`src/rtl/aes_decrypt_ctrl_if.sv`:
```
// Bus between the AES-128 decrypt controller and its surroundings: the user request and
// result, plus the round interface to the external inverse-round datapath and key expansion.
interface aes_decrypt_ctrl_if;
  logic             start;
  logic [15:0][7:0] cipher_in;
  logic [15:0][7:0] key_in;
  logic [15:0][7:0] round_data;
  logic [15:0][7:0] round_key;
  logic [3:0]       round_rc;
  logic [15:0][7:0] round_out;
  logic [15:0][7:0] round_keyout;
  logic [15:0][7:0] final_out;
  logic             busy;
  logic             done;
  logic [15:0][7:0] plain_out;

  // Controller side
  modport slave (
    input  start, cipher_in, key_in, round_out, round_keyout, final_out,
    output round_data, round_key, round_rc, busy, done, plain_out
  );

  // User plus datapath side
  modport master (
    output start, cipher_in, key_in, round_out, round_keyout, final_out,
    input  round_data, round_key, round_rc, busy, done, plain_out
  );
endinterface

```
`src/rtl/aes_decrypt_ctrl.sv`:
```
// AES-128 decryption sequencer. Holds the running state and round key, steps the external
// inverse-round datapath once per cycle, and captures the final-round result.
module aes_decrypt_ctrl #(
  parameter int unsigned NROUNDS = 10
) (
  input logic              clk,
  input logic              rst,
  aes_decrypt_ctrl_if.slave bus
);

  localparam logic [3:0] RndInit = 4'(NROUNDS);

  typedef enum logic [1:0] {StIdle, StRound, StFinal, StDone} state_e;

  state_e           r_state;
  state_e           w_state_d;
  logic [15:0][7:0] r_data;
  logic [15:0][7:0] w_data_d;
  logic [15:0][7:0] r_key;
  logic [15:0][7:0] w_key_d;
  logic [3:0]       r_rnd;
  logic [3:0]       w_rnd_d;
  logic [15:0][7:0] r_plain;
  logic [15:0][7:0] w_plain_d;
  logic             r_done;
  logic             w_done_d;

  // State and datapath registers; reset wins over everything, including an in-flight block
  always_ff @(posedge clk) begin
    if (rst) begin
      r_state <= StIdle;
      r_data  <= '0;
      r_key   <= '0;
      r_rnd   <= '0;
      r_plain <= '0;
      r_done  <= 1'b0;
    end else begin
      r_state <= w_state_d;
      r_data  <= w_data_d;
      r_key   <= w_key_d;
      r_rnd   <= w_rnd_d;
      r_plain <= w_plain_d;
      r_done  <= w_done_d;
    end
  end

  // Next-state and next-register values
  always_comb begin
    w_state_d = r_state;
    w_data_d  = r_data;
    w_key_d   = r_key;
    w_rnd_d   = r_rnd;
    w_plain_d = r_plain;
    w_done_d  = 1'b0;
    unique case (r_state)
      StIdle: begin
        // Inputs are sampled only here, so later changes cannot disturb the block
        if (bus.start) begin
          w_data_d  = bus.cipher_in ^ bus.key_in;
          w_key_d   = bus.key_in;
          w_rnd_d   = RndInit;
          w_state_d = StRound;
        end
      end
      StRound: begin
        w_data_d = bus.round_out;
        w_key_d  = bus.round_keyout;
        // Saturate at 1 so the round constant can never wrap
        w_rnd_d  = (r_rnd > 4'd1) ? r_rnd - 4'd1 : 4'd1;
        if (r_rnd <= 4'd2) begin
          w_state_d = StFinal;
        end
      end
      StFinal: begin
        w_plain_d = bus.final_out;
        w_done_d  = 1'b1;
        w_rnd_d   = 4'd0;
        w_state_d = StDone;
      end
      StDone: begin
        w_state_d = StIdle;
      end
    endcase
  end

  // All outputs come straight from registers, so round_out never reaches an output directly
  assign bus.round_data = r_data;
  assign bus.round_key  = r_key;
  assign bus.round_rc   = r_rnd;
  assign bus.plain_out  = r_plain;
  assign bus.done       = r_done;
  assign bus.busy       = (r_state == StRound) || (r_state == StFinal);

endmodule

```
`src/flat_wrapper.sv`:
```
// flat-port wrapper written by rule: the top's interface ports become plain ports
module aes_decrypt_ctrl_flat 
#(
  parameter int unsigned NROUNDS = 10
)
  (clk, rst, bus_start, bus_cipher_in, bus_key_in, bus_round_out, bus_round_keyout, bus_final_out, bus_round_data, bus_round_key, bus_round_rc, bus_busy, bus_done, bus_plain_out);
  aes_decrypt_ctrl_if bus_i ();
  input logic clk;
  input logic rst;
  input wire logic [$bits(bus_i.start)-1:0] bus_start;
  input wire logic [$bits(bus_i.cipher_in)-1:0] bus_cipher_in;
  input wire logic [$bits(bus_i.key_in)-1:0] bus_key_in;
  input wire logic [$bits(bus_i.round_out)-1:0] bus_round_out;
  input wire logic [$bits(bus_i.round_keyout)-1:0] bus_round_keyout;
  input wire logic [$bits(bus_i.final_out)-1:0] bus_final_out;
  output wire logic [$bits(bus_i.round_data)-1:0] bus_round_data;
  output wire logic [$bits(bus_i.round_key)-1:0] bus_round_key;
  output wire logic [$bits(bus_i.round_rc)-1:0] bus_round_rc;
  output wire logic [$bits(bus_i.busy)-1:0] bus_busy;
  output wire logic [$bits(bus_i.done)-1:0] bus_done;
  output wire logic [$bits(bus_i.plain_out)-1:0] bus_plain_out;
  assign bus_i.start = bus_start;
  assign bus_i.cipher_in = bus_cipher_in;
  assign bus_i.key_in = bus_key_in;
  assign bus_i.round_out = bus_round_out;
  assign bus_i.round_keyout = bus_round_keyout;
  assign bus_i.final_out = bus_final_out;
  assign bus_round_data = bus_i.round_data;
  assign bus_round_key = bus_i.round_key;
  assign bus_round_rc = bus_i.round_rc;
  assign bus_busy = bus_i.busy;
  assign bus_done = bus_i.done;
  assign bus_plain_out = bus_i.plain_out;
  aes_decrypt_ctrl #(.NROUNDS(NROUNDS)) u_core (.clk(clk), .rst(rst), .bus(bus_i));
endmodule
```
`config.mk`:
```
export PLATFORM = sky130hd
export DESIGN_NAME = aes_decrypt_ctrl_flat
export DESIGN_NICKNAME = d
export VERILOG_FILES = /design/src/rtl/aes_decrypt_ctrl_if.sv /design/src/rtl/aes_decrypt_ctrl.sv /design/src/flat_wrapper.sv
export SDC_FILE = /design/constraint.sdc
export NUM_CORES = 1
export LEC_CHECK = 0
export ABC_AREA = 1
export ABC_CLOCK_PERIOD_IN_PS = 3950
export BUFFER_PORTS_ARGS = -buffer_cell sky130_fd_sc_hd__buf_4
export CORE_AREA = 4 4 396 398
export CTS_CLUSTER_SIZE = 28
export DETAILED_ROUTE_END_ITERATION = 8
export DIE_AREA = 0 0 400 402
export PLACE_DENSITY = 0.38
export SETUP_SLACK_MARGIN = 0.15
export SLEW_MARGIN = 10
export SYNTH_ARGS = -nofsm -noshare
export SYNTH_HDL_FRONTEND = slang
export SYNTH_SLANG_ARGS = --single-unit
export TNS_END_PERCENT = 10
```
`constraint.sdc`:
```
create_clock -name clk -period 3.95 [get_ports clk]
set_clock_uncertainty 0.1 [all_clocks]
set_input_delay 0.5925 -clock clk [delete_from_list [all_inputs] [get_ports clk]]
set_output_delay 0.5925 -clock clk [all_outputs]
set_load 0.02 [all_outputs]
```
; After elaboration in Yosys (flattened, before gate mapping)
; Index checks and enable logic that the tools add are counted.
[totals]
output_inout_bits = 390
ff_bits = 391
input_bits = 643
elab_cells = 78
[classes]
magnitude_cmp = 2
n_reduce_logical = 7
add_sub_neg = 1
bitwise = 1
muxes = 11
n_eq_ne = 5
[op_table]
columns = op, count
row1 = case mux 128 bit (2 select lines), 2
row2 = two-way mux 128 bit, 2
row3 = bitwise XOR 128 bit, 1
row4 = case mux 4 bit (3 select lines), 1
row5 = two-way mux 4 bit, 2
row6 = case mux 2 bit (4 select lines), 1
row7 = AND reduction 2 bit, 3
row8 = "equality test 2 bit, second input constant", 2
row9 = "greater-than comparator 4 x 1 -> 1 bit, second input constant", 1
row10 = "less-or-equal comparator 4 x 2 -> 1 bit, second input constant", 1
row11 = two-way mux 2 bit, 2
row12 = "subtractor 4 x 1 -> 4 bit, second input constant", 1
row13 = nonzero test 3 bit, 1
row14 = "equality test 2 x 1 -> 1 bit, second input constant", 1
row15 = zero test 2 bit, 1
row16 = "!= test 2 x 1 -> 1 bit, second input constant", 1
row17 = "!= test 2 bit, second input constant", 1
row18 = nonzero test 2 bit, 1
row19 = logical OR 1 bit, 1
row20 = two-way mux 1 bit, 1

; Depth between registers and ports, before layout
; Gate-level depths: netlist of run 1.
[depth]
depth_word = 3
ltp_mapped = 10
mapped_depth_nobuf = 10

; Least setup slack after synthesis of run 1
; Ideal clock, no wire load.
[synth_path]
path_type = reg-to-reg
startpoint = register u_core.r_state[1]
endpoint = register u_core.r_key, in the netlist u_core.bus.round_key[24]
setup_time_ps = 65
path_buffers = 3
setup_slack_ps = 2228
synth_period_minus_slack_ps = 1722
stages_incl_launch_ff = 11
t_arrival_ps = 1558
path_cell_list = dfxtp_1 -> inv_1 -> ha_1 -> buf_4 -> inv_2 -> o21ai_4 -> inv_1 -> buf_2 -> buf_1 -> nor2_1 -> nor2_1
[synth_between]
elab_chain_len = 3
elab_cells_between_ends = 6
classes_between = 2 x eq/ne / 1 x mux / 3 x reduce/logical
[synth_rtl]
columns = item, line
row1 = from (decl), aes_decrypt_ctrl.sv:15  ; state_e r_state;
row2 = from (signal assigned), aes_decrypt_ctrl.sv:31  ; r_state <= StIdle;
row3 = from (signal assigned), aes_decrypt_ctrl.sv:38  ; r_state <= w_state_d;
row4 = equality test 2 x 1 -> 1 bit or zero test 2 bit (tied branches), aes_decrypt_ctrl.sv:55  ; unique case (r_state)
row5 = nonzero test 2 bit (no source line) or != test 2 bit (tied branches), n/a
row6 = AND reduction 2 bit (no source line), n/a
row7 = to (signal assigned), aes_decrypt_ctrl.sv:40  ; r_key <= w_key_d;
row8 = to (decl), aes_decrypt_ctrl.sv:19  ; logic [15:0][7:0] r_key;
; Parallel ways exist; a longest one is shown, timed or not.
; A chain may end at the register's enable or synchronous reset.

; Worst setup path in the final report of run 1
[layout_path]
startpoint = register u_core.r_state[1]
endpoint = register u_core.r_data, in the netlist u_core.bus.round_data[53]
[layout_between]
elab_chain_len = 3
elab_cells_between_ends = 6
classes_between = 2 x eq/ne / 1 x mux / 3 x reduce/logical
[layout_rtl]
columns = item, line
row1 = equality test 2 x 1 -> 1 bit or zero test 2 bit (tied branches), aes_decrypt_ctrl.sv:55
row2 = nonzero test 2 bit (no source line) or != test 2 bit (tied branches), n/a
row3 = AND reduction 2 bit (no source line), n/a
row4 = to (signal assigned), aes_decrypt_ctrl.sv:39  ; r_data <= w_data_d;
row5 = to (decl), aes_decrypt_ctrl.sv:17  ; logic [15:0][7:0] r_data;
; Parallel ways exist; a longest one is shown, timed or not.

==> results of run 1 <==
==> how the worst max path moves through the flow <==
stage                                           end  slack [ps]
final                     u_core.bus.round_data[53]        1180
after detailed placement  u_core.bus.round_key[103]        1200
after CTS                 u_core.bus.round_key[111]        1160
after global placement    u_core.bus.round_key[115]        1260
after global routing      u_core.bus.round_data[37]        1000
after floorplan            u_core.bus.round_key[24]        2230
==> power by group <==
group          switching [mW]  total (mW)  internal, mW  leakage (nW)
Sequential              0.939        6.61          5.67          3.23
Combinational            7.64        11.7          4.03          9.71
Clock                    2.12        5.22          3.10         0.894
==> cells by family after synthesis <==
family | share of synthesized area (%)
and+or+nand+nor | 24.74
adders and majority gates | 0.5688
DFF | 44.48
xor gates and xnor gates | 6.370
buffers and inverters | 6.676
AOI/OAI and AO/OA | 17.17
==> registers in the layout, summed over array words and instances, names as in the netlist <==
| signal | flops |
|---|---|
| u_core.bus.plain_out | 128 |
| u_core.bus.round_rc | 4 |
| u_core.bus.round_data | 128 |
| u_core.bus.done | 1 |
| u_core.r_state | 2 |
| u_core.bus.round_key | 128 |
==> cell usage in the layout, fill, tap and decap left out, drive strengths merged <==
cell type / instances
nand2: 508
inv: 97
o21bai: 1
clkinv: 9
buf: 1052
ha: 8
xor2: 128
diode: 12
dfxtp: 391
a21oi: 135
o21ai: 465
bufinv: 6
clkbuf: 75
dlygate4sd3: 1
nor2: 648
nand3: 3
clkinvlp: 4
==> area by class of cell <==
cell class / instances / area share [%]
clock inverter: 22 / 1.012
sequential: 391 / 26.71
inverter: 94 / 1.281
tap: 2044 / 8.726
multi-input combinational: 1896 / 29.42
clock buffer: 75 / 5.256
timing repair buffer: 1053 / 27.49
antenna: 12 / 0.1025
==> worst max-delay path: cells and delay by family (launching register included) <==
| family | cells | cell delay [ps] |
|---|---|---|
| buf+inv | 3 | 750 |
| flops | 1 | 340 |
| fa+ha+maj | 1 | 350 |
| compound gates | 2 | 490 |
| simple gates | 2 | 190 |
==> layer usage <==
| metal | share of wire (%) | vias up |
|---|---|---|
| met5 | 0.051 | - |
| met1 | 42 | 9298 |
| li1 | - | 9989 |
| met3 | 8.6 | 136 |
| met4 | 2.9 | 10 |
| met2 | 47 | 714 |
==> stage by stage <==
step | instances | utilization (%) | hold slack (ps)
after CTS | 5575 | 19.09 | 5.583
after global placement | 5477 | 17.89 | 378.6
final | 5587 | 19.11 | 83.16
after detailed placement | 5477 | 17.89 | 384.7
after global routing | 5585 | 19.11 | 27.14
after floorplan | 2565 | - | 408.2
==> impl_results.md, run 1 <==
* RR Startpoint: u_core.r_state[1]
* Total Power at ~24 mW
* Sequential fraction of the synthesis area at about 44%
* Measured slew at the worst slew-check pin at 1046 ps
* Synth async-reset ratio at 0%
* Via count at 20.15k
* Largest net degree at the start of global routing at 178
* Storage element area at around 8000 µm²
* CP Max Fanout at 170
* Hold Crit Start: bus_final_out[100]
* R2r endpoint: u_core.bus.round_data[53]
* Post-route cell area at 29,310 µm²
* Drt via density at 3.606
* Maxcap violations at 0
* Total setup buffers inserted after CTS at 0
* TritonCTS clock tree: done
* Met3 Usage GRT at 4.431%
* WL final at ~110,000 µm
* Layout cells sized above 1 at 32.46%
* Most frequent cell after synthesis: nor2_1
* Pre-CTS WS at 1200 ps
* DR pass1 iterations at 5
* Vias in the first global route at between 20k and 25k
* Fillcell total at roughly 18k
* Syn avg cell area at 6.861 µm²
* GRT Overall Usage at 13.24%
* Status: finished, final reports clean
* Critical path's largest stage delay at 400 ps
* Critical path type: reg -> reg
* Detailed placer's ending HPWL at 87,020 µm
* Clock latency on the worst-skew pair at between 600 and 700 ps
* CP max-delay cell: buf_12
* Final worst slack at 1182 ps
* WHS Path Cells at 3
* Post-synth top area share at approximately 44%
* Synth-to-Final Area Change at 66.52%
* Core box area at 153,300 µm²
* DR iter-0 viols at between 900 and 1k
* Final period util at 70.08%
* Root buf cell: clkbuf_16
* Global-route wire length before repair at 153,900 µm
* Required @ worst endpoint at 4350 ps
* Top_reg_cell synth: dfxtp_1
* Most instantiated cells after synthesis: nor2_1, nand2_1, o21ai_0, dfxtp_1, a21oi_1
* GRT overflow at 0
* Clock sinks at 391
* Synth cell types at 16
* Worst path cell trace: inv_1 -> ha_4 -> inv_8 -> o21ai_4 -> buf_12 -> nand2_1 -> a21oi_1 -> nor2_1
* Boundary pin count at approximately 1.0k
* Top Usage Layer GRT: met2
* Chip Height at about 400 µm
* Startpoint types: register
* FMAX at 361.3 MHz
* CTS Buffer Depth at 3
* Worst hold endpoint: u_core.bus.plain_out[100]
* DRC at 0
* Crit path capture type: register
* Crit path time final at 2768 ps
* Cell Area, Synth at between 15,000 and 20,000 µm²
* Setup TNS at 0 ps
* Gate count of the mapped netlist at ~2.6k
* Number of synthesis warnings at 0
* H-tree depth at 2
* Main area contributors after synthesis: dfxtp_1, nor2_1, o21ai_0
* Slew Limit Fails at 0
* Fin nets at 4,140
* GRT met2 Usage at 21.84%
* Hold Violations, Final at 0
* TritonCTS Buffers at 53
* Post-DP Area at approximately 27,000 µm²
* WL per Instance at around 20 µm
* DIE AREA at approximately 160,000 µm²
* Worst EP arrival at about 3200 ps
* Met1 Resource Use GR at 16.07%
* Multi-input combinational cell area at approximately 8600 µm²
* Syn_nets at 3,216
* Power per Cell Area at around 800 nW/µm²
* RSZ-0062 raised after global routing: false
* Peak supply drop at 0.5448 mV
* EDFF count, synth at 0
* Routability-driven placement congestion ratio at 0.8540
* Reg-to-reg slack, setup at between 1000 and 1500 ps
* Row count at between 100 and 150
* CP startpoint: u_core.r_state[1]
* IO buf count at 1,032
* Antenna viol nets, final at 0
* Die X at approximately 400 µm
* Yosys top cell by area: dfxtp_1
* Hold crit path type: in -> reg
* Finish-stage setup viols at 0
* PostCTS Resize Cnt at 0
* Cells on worst reg2reg path at 8
* Leak at 13.83 nW
* Initial core utilization at 11.48%
* Initial antenna violation count at 20
* CTS clk-pin slew, worst paths at ~60 ps
* Headroom to the max-slew limit at 30.26%
* #FFs+latches synth at 391
* # hold bufs at CTS at 1
Power figures use the tool's default switching activity.
==> run 2: changes to the inputs <==
--- a/config.mk
+++ b/config.mk
@@ -5,13 +5,13 @@
 export SDC_FILE = /design/constraint.sdc
 export NUM_CORES = 1
 export LEC_CHECK = 0
-export ABC_AREA = 1
-export ABC_CLOCK_PERIOD_IN_PS = 3950
+export ABC_AREA = 0
+export ABC_CLOCK_PERIOD_IN_PS = 2450
 export BUFFER_PORTS_ARGS = -buffer_cell sky130_fd_sc_hd__buf_4
-export CORE_AREA = 4 4 396 398
+export CORE_AREA = 4 4 399 401
 export CTS_CLUSTER_SIZE = 28
 export DETAILED_ROUTE_END_ITERATION = 8
-export DIE_AREA = 0 0 400 402
+export DIE_AREA = 0 0 403 405
 export PLACE_DENSITY = 0.38
 export SETUP_SLACK_MARGIN = 0.15
 export SLEW_MARGIN = 10
==> constraint.sdc (replaced) <==
create_clock -name clk -period 2.45 [get_ports clk]
set_clock_uncertainty 0.1 [all_clocks]
set_input_delay 0.3675 -clock clk [delete_from_list [all_inputs] [get_ports clk]]
set_output_delay 0.3675 -clock clk [all_outputs]
set_load 0.02 [all_outputs]
==> run 2 against run 1 <==
Power increased by 60%. Die area is 1.5% higher. Count of clock-buffer cells in the layout down 6. Synthesized cell count is 22% lower. Cell area rose by 14%. Critical path depth shrank 1. Core utilization increased by 2.4 points. Via count shrank 4.1%. Clock power increased by 57%. Critical endpoint is now u_core.bus.round_key[76]. Sequential power is 47% higher. Non-clock buffer count grew 368. Setup slack worse by 900 ps.
==> impl_results.md, run 2 <==
* Initial core utilization at 11.49%
* Post-DP Area at 28,310 µm²
* Worst hold endpoint: u_core.bus.round_key[18]
* Synth async-reset ratio at 0%
* Synth cell types at 29
* Vias in the first global route at 20.56k
* Total setup buffers inserted after CTS at 0
* Hold crit path type: in -> reg
* Headroom to the max-slew limit at 44.79%
* Row count at 145
* Yosys top cell by area: dfxtp_1
* Total Power at 37.66 mW
* Cell Area, Synth at about 18,000 µm²
* Pre-CTS WS at 254.2 ps
* DR pass1 iterations at 4
* Reg-to-reg slack, setup at approximately 280 ps
* GRT Overall Usage at 13.44%
* WL per Instance at between 20 and 25 µm
* Commonest non-fill, non-tap cell in the layout: buf_4
* IO buf count at 1,032
* WL final at roughly 120,000 µm
* Startpoint types: register
* Syn_nets at 2,656
* Cells on worst reg2reg path at 7
* EDFF count, synth at 0
* Via count at between 15k and 20k
* Top_reg_cell synth: dfxtp_1
* Antenna viol nets, final at 0
* Crit path capture type: register
* Most frequent cell after synthesis: dfxtp_1
* Leak at 13.76 nW
* DR iter-0 viols at 710
* Synth-to-Final Area Change at 87.07%
* Crit path time final at between 2000 and 2500 ps
* Maxcap violations at 0
* DRC at 0
* TritonCTS clock tree: done
* Chip Height at 405 µm
* Status: finished, final reports clean
* Hold_ws at slightly below 60 ps
* RR Startpoint: u_core.r_state[1]
* Drt via density at about 3.6
* Power per Cell Area at 1126 nW/µm²
* Required @ worst endpoint at 2880 ps
* Die X at 403 µm
* DIE AREA at 163,200 µm²
* CP Max Fanout at 10
* TritonCTS Buffers at 52
* Post-synth top area share at 43.78%
* CTS Buffer Depth at 3
* GRT overflow at 0
* Slew Limit Fails at 0
* Routability-driven placement congestion ratio at 0.8429
* CTS clk-pin slew, worst paths at 70 ps
* Syn avg cell area at 8.918 µm²
* Critical path type: reg -> reg
* Number of synthesis warnings at 0
* Peak supply drop at 0.4873 mV
* Finished Core Util at 21.49%
* Most instantiated cells after synthesis: dfxtp_1, nand2_1, nor2_1, mux2i_1, o21ai_0
* Placed insts at 4,997
* Finish-stage setup viols at 0
* Layout cells sized above 1 at between 30 and 40%
* Core box area at around 160,000 µm²
* Hold Violations, Final at 0
* Most frequent cells in the layout: buf_4, dfxtp_1, nand2_1
* Post-route cell area at ~33,000 µm²
* Setup TNS at 0 ps
* Cell Count, Final, Fillers Out at 5,427
* Main area contributors after synthesis: dfxtp_1, mux2i_1, a211oi_2
* Clock sinks at 391
* Root buf cell: clkbuf_16
* Largest net degree at the start of global routing at 81
* Boundary pin count at between 1k and 1.5k
* RSZ-0062 raised after global routing: false
* Fin nets at 3,973
* Hold Crit Start: bus_round_keyout[18]
* Final worst slack at 279.1 ps
* Worst EP arrival at approximately 2600 ps
* #FFs+latches synth at 391
* WHS Path Cells at 3
* R2r endpoint: u_core.bus.round_key[76]
* Gate count of the mapped netlist at 2,005
* Final period util at around 90%
* FMAX at ~460 MHz
* Measured slew at the worst slew-check pin at 822.2 ps
* Clock latency on the worst-skew pair at 630 ps
* H-tree depth at 2
* Detailed placer's ending HPWL at 95,810 µm
* Global-route wire length before repair at 157,400 µm
* Sequential fraction of the synthesis area at 43.78%
* Initial antenna violation count at 42
## run 2: changes by cell type in the layout (fill, tap and decap cells not counted), moves of 124 or more
cell	change
dlygate4sd3_1	+328
mux2i_1	+256
nand2_1	-124
nor2_1	-387
o21ai_0	-331
xnor2_1	+128
xor2_1	-128
## run 2: power by group
| group | switching [mW] | internal [mW] |
|---|---|---|
| Sequential | 1.25 | 8.46 |
| Combinational | 11.7 | 8.06 |
| Clock | 3.30 | 4.89 |
## run 2: what timing repair did
item                                    CTS  global route
hold buffers                            329             0
endpoints found under the setup margin    1             1
pin swaps                                 0             0
hold endpoints to repair                257             0
resized for setup                         3             1
## run 2: cell type report
| type | instances | area [µm²] |
|---|---|---|
| antenna | 10 | 25.02 |
| timing repair buffer | 1421 | 11890 |
| fill | 17410 | 122200 |
| inverter | 7 | 26.28 |
| tap | 2058 | 2575 |
| clock buffer | 69 | 1485 |
| clock inverter | 22 | 325.3 |
| sequential | 391 | 7829 |
| multi-input combinational | 1449 | 9296 |
## run 2: logic make-up after synthesis
| family | after synthesis | synth area share, % |
|---|---|---|
| adders and majority gates | 8 | 0.5599 |
| AOI/OAI and AO/OA | 400 | 16.45 |
| and+or+nand+nor | 654 | 13.84 |
| DFF | 391 | 43.78 |
| muxes | 259 | 14.53 |
| xor gates and xnor gates | 128 | 6.270 |
| buffers and inverters | 165 | 4.570 |
## run 2: metal layers
| layer | track usage (%) | part of all wire, % |
|---|---|---|
| met1 | 15.39 | 40 |
| met2 | 23.47 | 49 |
| met3 | 4.884 | 8.4 |
| met4 | 3.746 | 3.0 |
| met5 | 0 | 0.041 |
## run 2: worst max-delay path, cell delays in order, from the launching register on
cell and delay [ps]:
dfxtp_1 350, inv_1 190, ha_4 230, buf_12 180, buf_4 190, mux2i_1 180, dlygate4sd3_1 570, a211oi_2 60
## run 2: how the worst max path moves through the flow
| stage | slack [ps] | cells after the start | endpoint | start |
|---|---|---|---|---|
| after floorplan | 670 | 8 | u_core.bus.round_key[27] | u_core.r_state[1] |
| after global placement | 310 | 7 | u_core.bus.round_key[33] | u_core.r_state[0] |
| after detailed placement | 250 | 7 | u_core.bus.round_key[125] | u_core.r_state[0] |
| after CTS | 170 | 3 | bus_busy | u_core.r_state[1] |
| after global routing | 160 | 7 | u_core.bus.round_key[76] | u_core.r_state[1] |
| final | 280 | 7 | u_core.bus.round_key[76] | u_core.r_state[1] |
==> run 3: changes to the inputs <==
--- a/config.mk
+++ b/config.mk
@@ -5,13 +5,13 @@
 export SDC_FILE = /design/constraint.sdc
 export NUM_CORES = 1
 export LEC_CHECK = 0
-export ABC_AREA = 0
+export ABC_AREA = 1
 export ABC_CLOCK_PERIOD_IN_PS = 2450
 export BUFFER_PORTS_ARGS = -buffer_cell sky130_fd_sc_hd__buf_4
-export CORE_AREA = 4 4 399 401
+export CORE_AREA = 4 4 396 398
 export CTS_CLUSTER_SIZE = 28
 export DETAILED_ROUTE_END_ITERATION = 8
-export DIE_AREA = 0 0 403 405
+export DIE_AREA = 0 0 400 402
 export PLACE_DENSITY = 0.38
 export SETUP_SLACK_MARGIN = 0.15
 export SLEW_MARGIN = 10
==> run 3 against run 2 <==
Non-clock buffer count up 259. Cell count up 14%. Cell area up 6.9%. Largest cell class unchanged. Hold slack worse by 22 ps. Largest power group unchanged. Fmax down 0.79%. Count of clock-buffer cells in the layout up 10. Routed wire length up 2.3%. Critical path depth up 1.
==> impl_results.md, run 3 (synthesis results as in run 1) <==
* Status: finished, final reports clean
* WHS Path Cells at 4
* Antenna viol nets, final at 0
* Final period util at approximately nine tenths
* Cell Count, Final, Fillers Out at 6,212
* R2r endpoint: u_core.bus.round_key[76]
* Finish-stage setup viols at 0
* Logic pwr share at 52.4%
* Fraction of power spent switching nets at 44.56%
* Placed insts at about 5.5k
* TritonCTS Buffers at between 50 and 60
* Boundary pin count at 1,033
* Post-route cell area at 35,750 µm²
* Largest net degree at the start of global routing at 130
* WL final at 118,400 µm
* Post-DP Area at 27,840 µm²
* DIE AREA at roughly 160,000 µm²
* Drt via density at 3.660
* FMAX at 457.0 MHz
* Worst EP arrival at 2610 ps
* Clock latency on the worst-skew pair at 630 ps
* Critical path type: reg -> reg
* Multi-input combinational cell area at 8626 µm²
* Initial antenna violation count at 19
* Switching pwr at between 15 and 20 mW
* Detailed placer's ending HPWL at 89,940 µm
* Cells on worst reg2reg path at 8
* Startpoint types: register
* WL per Instance at 19.07 µm
* Slew Limit Fails at 0
* Hold crit path type: in -> reg
* Crit path capture type: register
* GRT Overall Usage at 13.67%
* Reg-to-reg slack, setup at approximately 260 ps
* TritonCTS clock tree: done
* RR Startpoint: u_core.r_state[1]
* Most frequent cells in the layout: buf_4, nor2_1, dlygate4sd3_1
* IO buf count at 1,032
* DRC at 0
* DR pass1 iterations at 7
* CP Max Fanout at 20
* Layout cells sized above 1 at 28.76%
* Die X at 400 µm
* Maxcap violations at 0
* Fillcell total at about 17k
* Power per Cell Area at 1123 nW/µm²
* Initial core utilization at 11.48%
* Row count at approximately 140
* Fin nets at 4,767
* CP startpoint: u_core.r_state[1]
* Clock sinks at 391
* Storage element area at ~7800 µm²
* Global-route wire length before repair at 162,300 µm
* Headroom to the max-slew limit at 50.36%
* Hold Violations, Final at 0
* Crit path time final at 2188 ps
* Required @ worst endpoint at 2870 ps
* Int Power at 22.26 mW
* Reg power frac at 26.6%
* Via count at 22.74k
* Core box area at 153,300 µm²
* RSZ-0062 raised after global routing: true
* Setup TNS at 0 ps
* Root buf cell: clkbuf_16
* Clock Power Share at 20.9%
* H-tree depth at 2
* Leak at 16.59 nW
* Worst Setup EP: u_core.bus.round_key[76]
* Routability-driven placement congestion ratio at 0.8353
* Hold_ws at ~37 ps
* DR iter-0 viols at 1,233
* CTS clk-pin slew, worst paths at 60 ps
* Chip Height at between 400 and 500 µm
* GRT overflow at 0
* Commonest non-fill, non-tap cell in the layout: buf_4
* CTS Buffer Depth at 3
* Measured slew at the worst slew-check pin at about 740 ps
* Synth-to-Final Area Change at 103.1%
* Peak supply drop at between 0.5 and 0.6 mV
* Vias in the first global route at 23.59k
## run 3: final cells by class
| cell class | instances | share of cell area (%) |
|---|---|---|
| Timing Repair Buffer | 1680 | 40.47 |
| Inverter | 94 | 1.050 |
| Tap cell | 2044 | 7.154 |
| Antenna cell | 10 | 0.07000 |
| Clock inverter | 18 | 0.8540 |
| Multi-Input combinational cell | 1896 | 24.13 |
| Sequential cell | 391 | 21.90 |
| Clock buffer | 79 | 4.378 |
## run 3: layer usage
metal	global-route usage, %	vias to the layer above	wire length [µm]	share of wire (%)
met5	0	-	56	0.047
met2	22.90	828	56020	47
met1	16.35	10480	48880	41
li1	-	11240	-	-
met4	5.364	8	4382	3.7
met3	4.043	175	9099	7.7
## run 3: how the worst min path moves through the flow
stage / startpoint / endpoint / slack [ps]
3_3_place_gp: u_core.bus.plain_out[4] / u_core.bus.plain_out[4] / 380
6_report: bus_cipher_in[60] / u_core.bus.round_data[60] / 40
3_5_place_dp: u_core.bus.plain_out[58] / u_core.bus.plain_out[58] / 390
4_1_cts: bus_round_keyout[49] / u_core.bus.round_key[49] / 0.03
2_1_floorplan: rst / u_core.bus.done / 340
5_1_grt: bus_round_out[61] / u_core.bus.round_data[61] / 10
## run 3: critical path, stage by stage, from the launching register on
cell and delay (ps):
dfxtp_1 350, inv_2 120, ha_4 200, buf_12 210, buf_4 250, o21ai_0 110
dlygate4sd3_1 560, nor2_1 110, nor2_1 50
## run 3: repair_timing
action / 4_1_cts / 5_1_grt
setup endpoints to repair: 3 / 150
gates resized for setup: 1 / 11
setup buffers: 0 / 5
cloned: 0 / 6
hold endpoints to repair: 361 / 0
pin swaps: 0 / 2
hold buffers: 578 / 0
## run 3: per-stage QoR
stage / worst slack, ps / power (mW) / utilization (%)
floorplan: 727.8 / 20.45 / -
global placement: 162.9 / 30.73 / 18.15
detailed placement: 167.0 / 30.69 / 18.15
CTS: 126.2 / 40.37 / 23.15
global route: 136.8 / 42.92 / 23.31
finish: 261.8 / 40.15 / 23.32
## run 3: power groups by stage
stage | logic [mW] | registers (mW) | clock network [mW]
global route | 22.9 | 11.0 | 9.00
detailed placement | 19.9 | 10.8 | 0
finish | 21.1 | 10.7 | 8.40
CTS | 20.9 | 10.7 | 8.77
global placement | 20.0 | 10.7 | 0
floorplan | 6.58 | 13.9 | 0
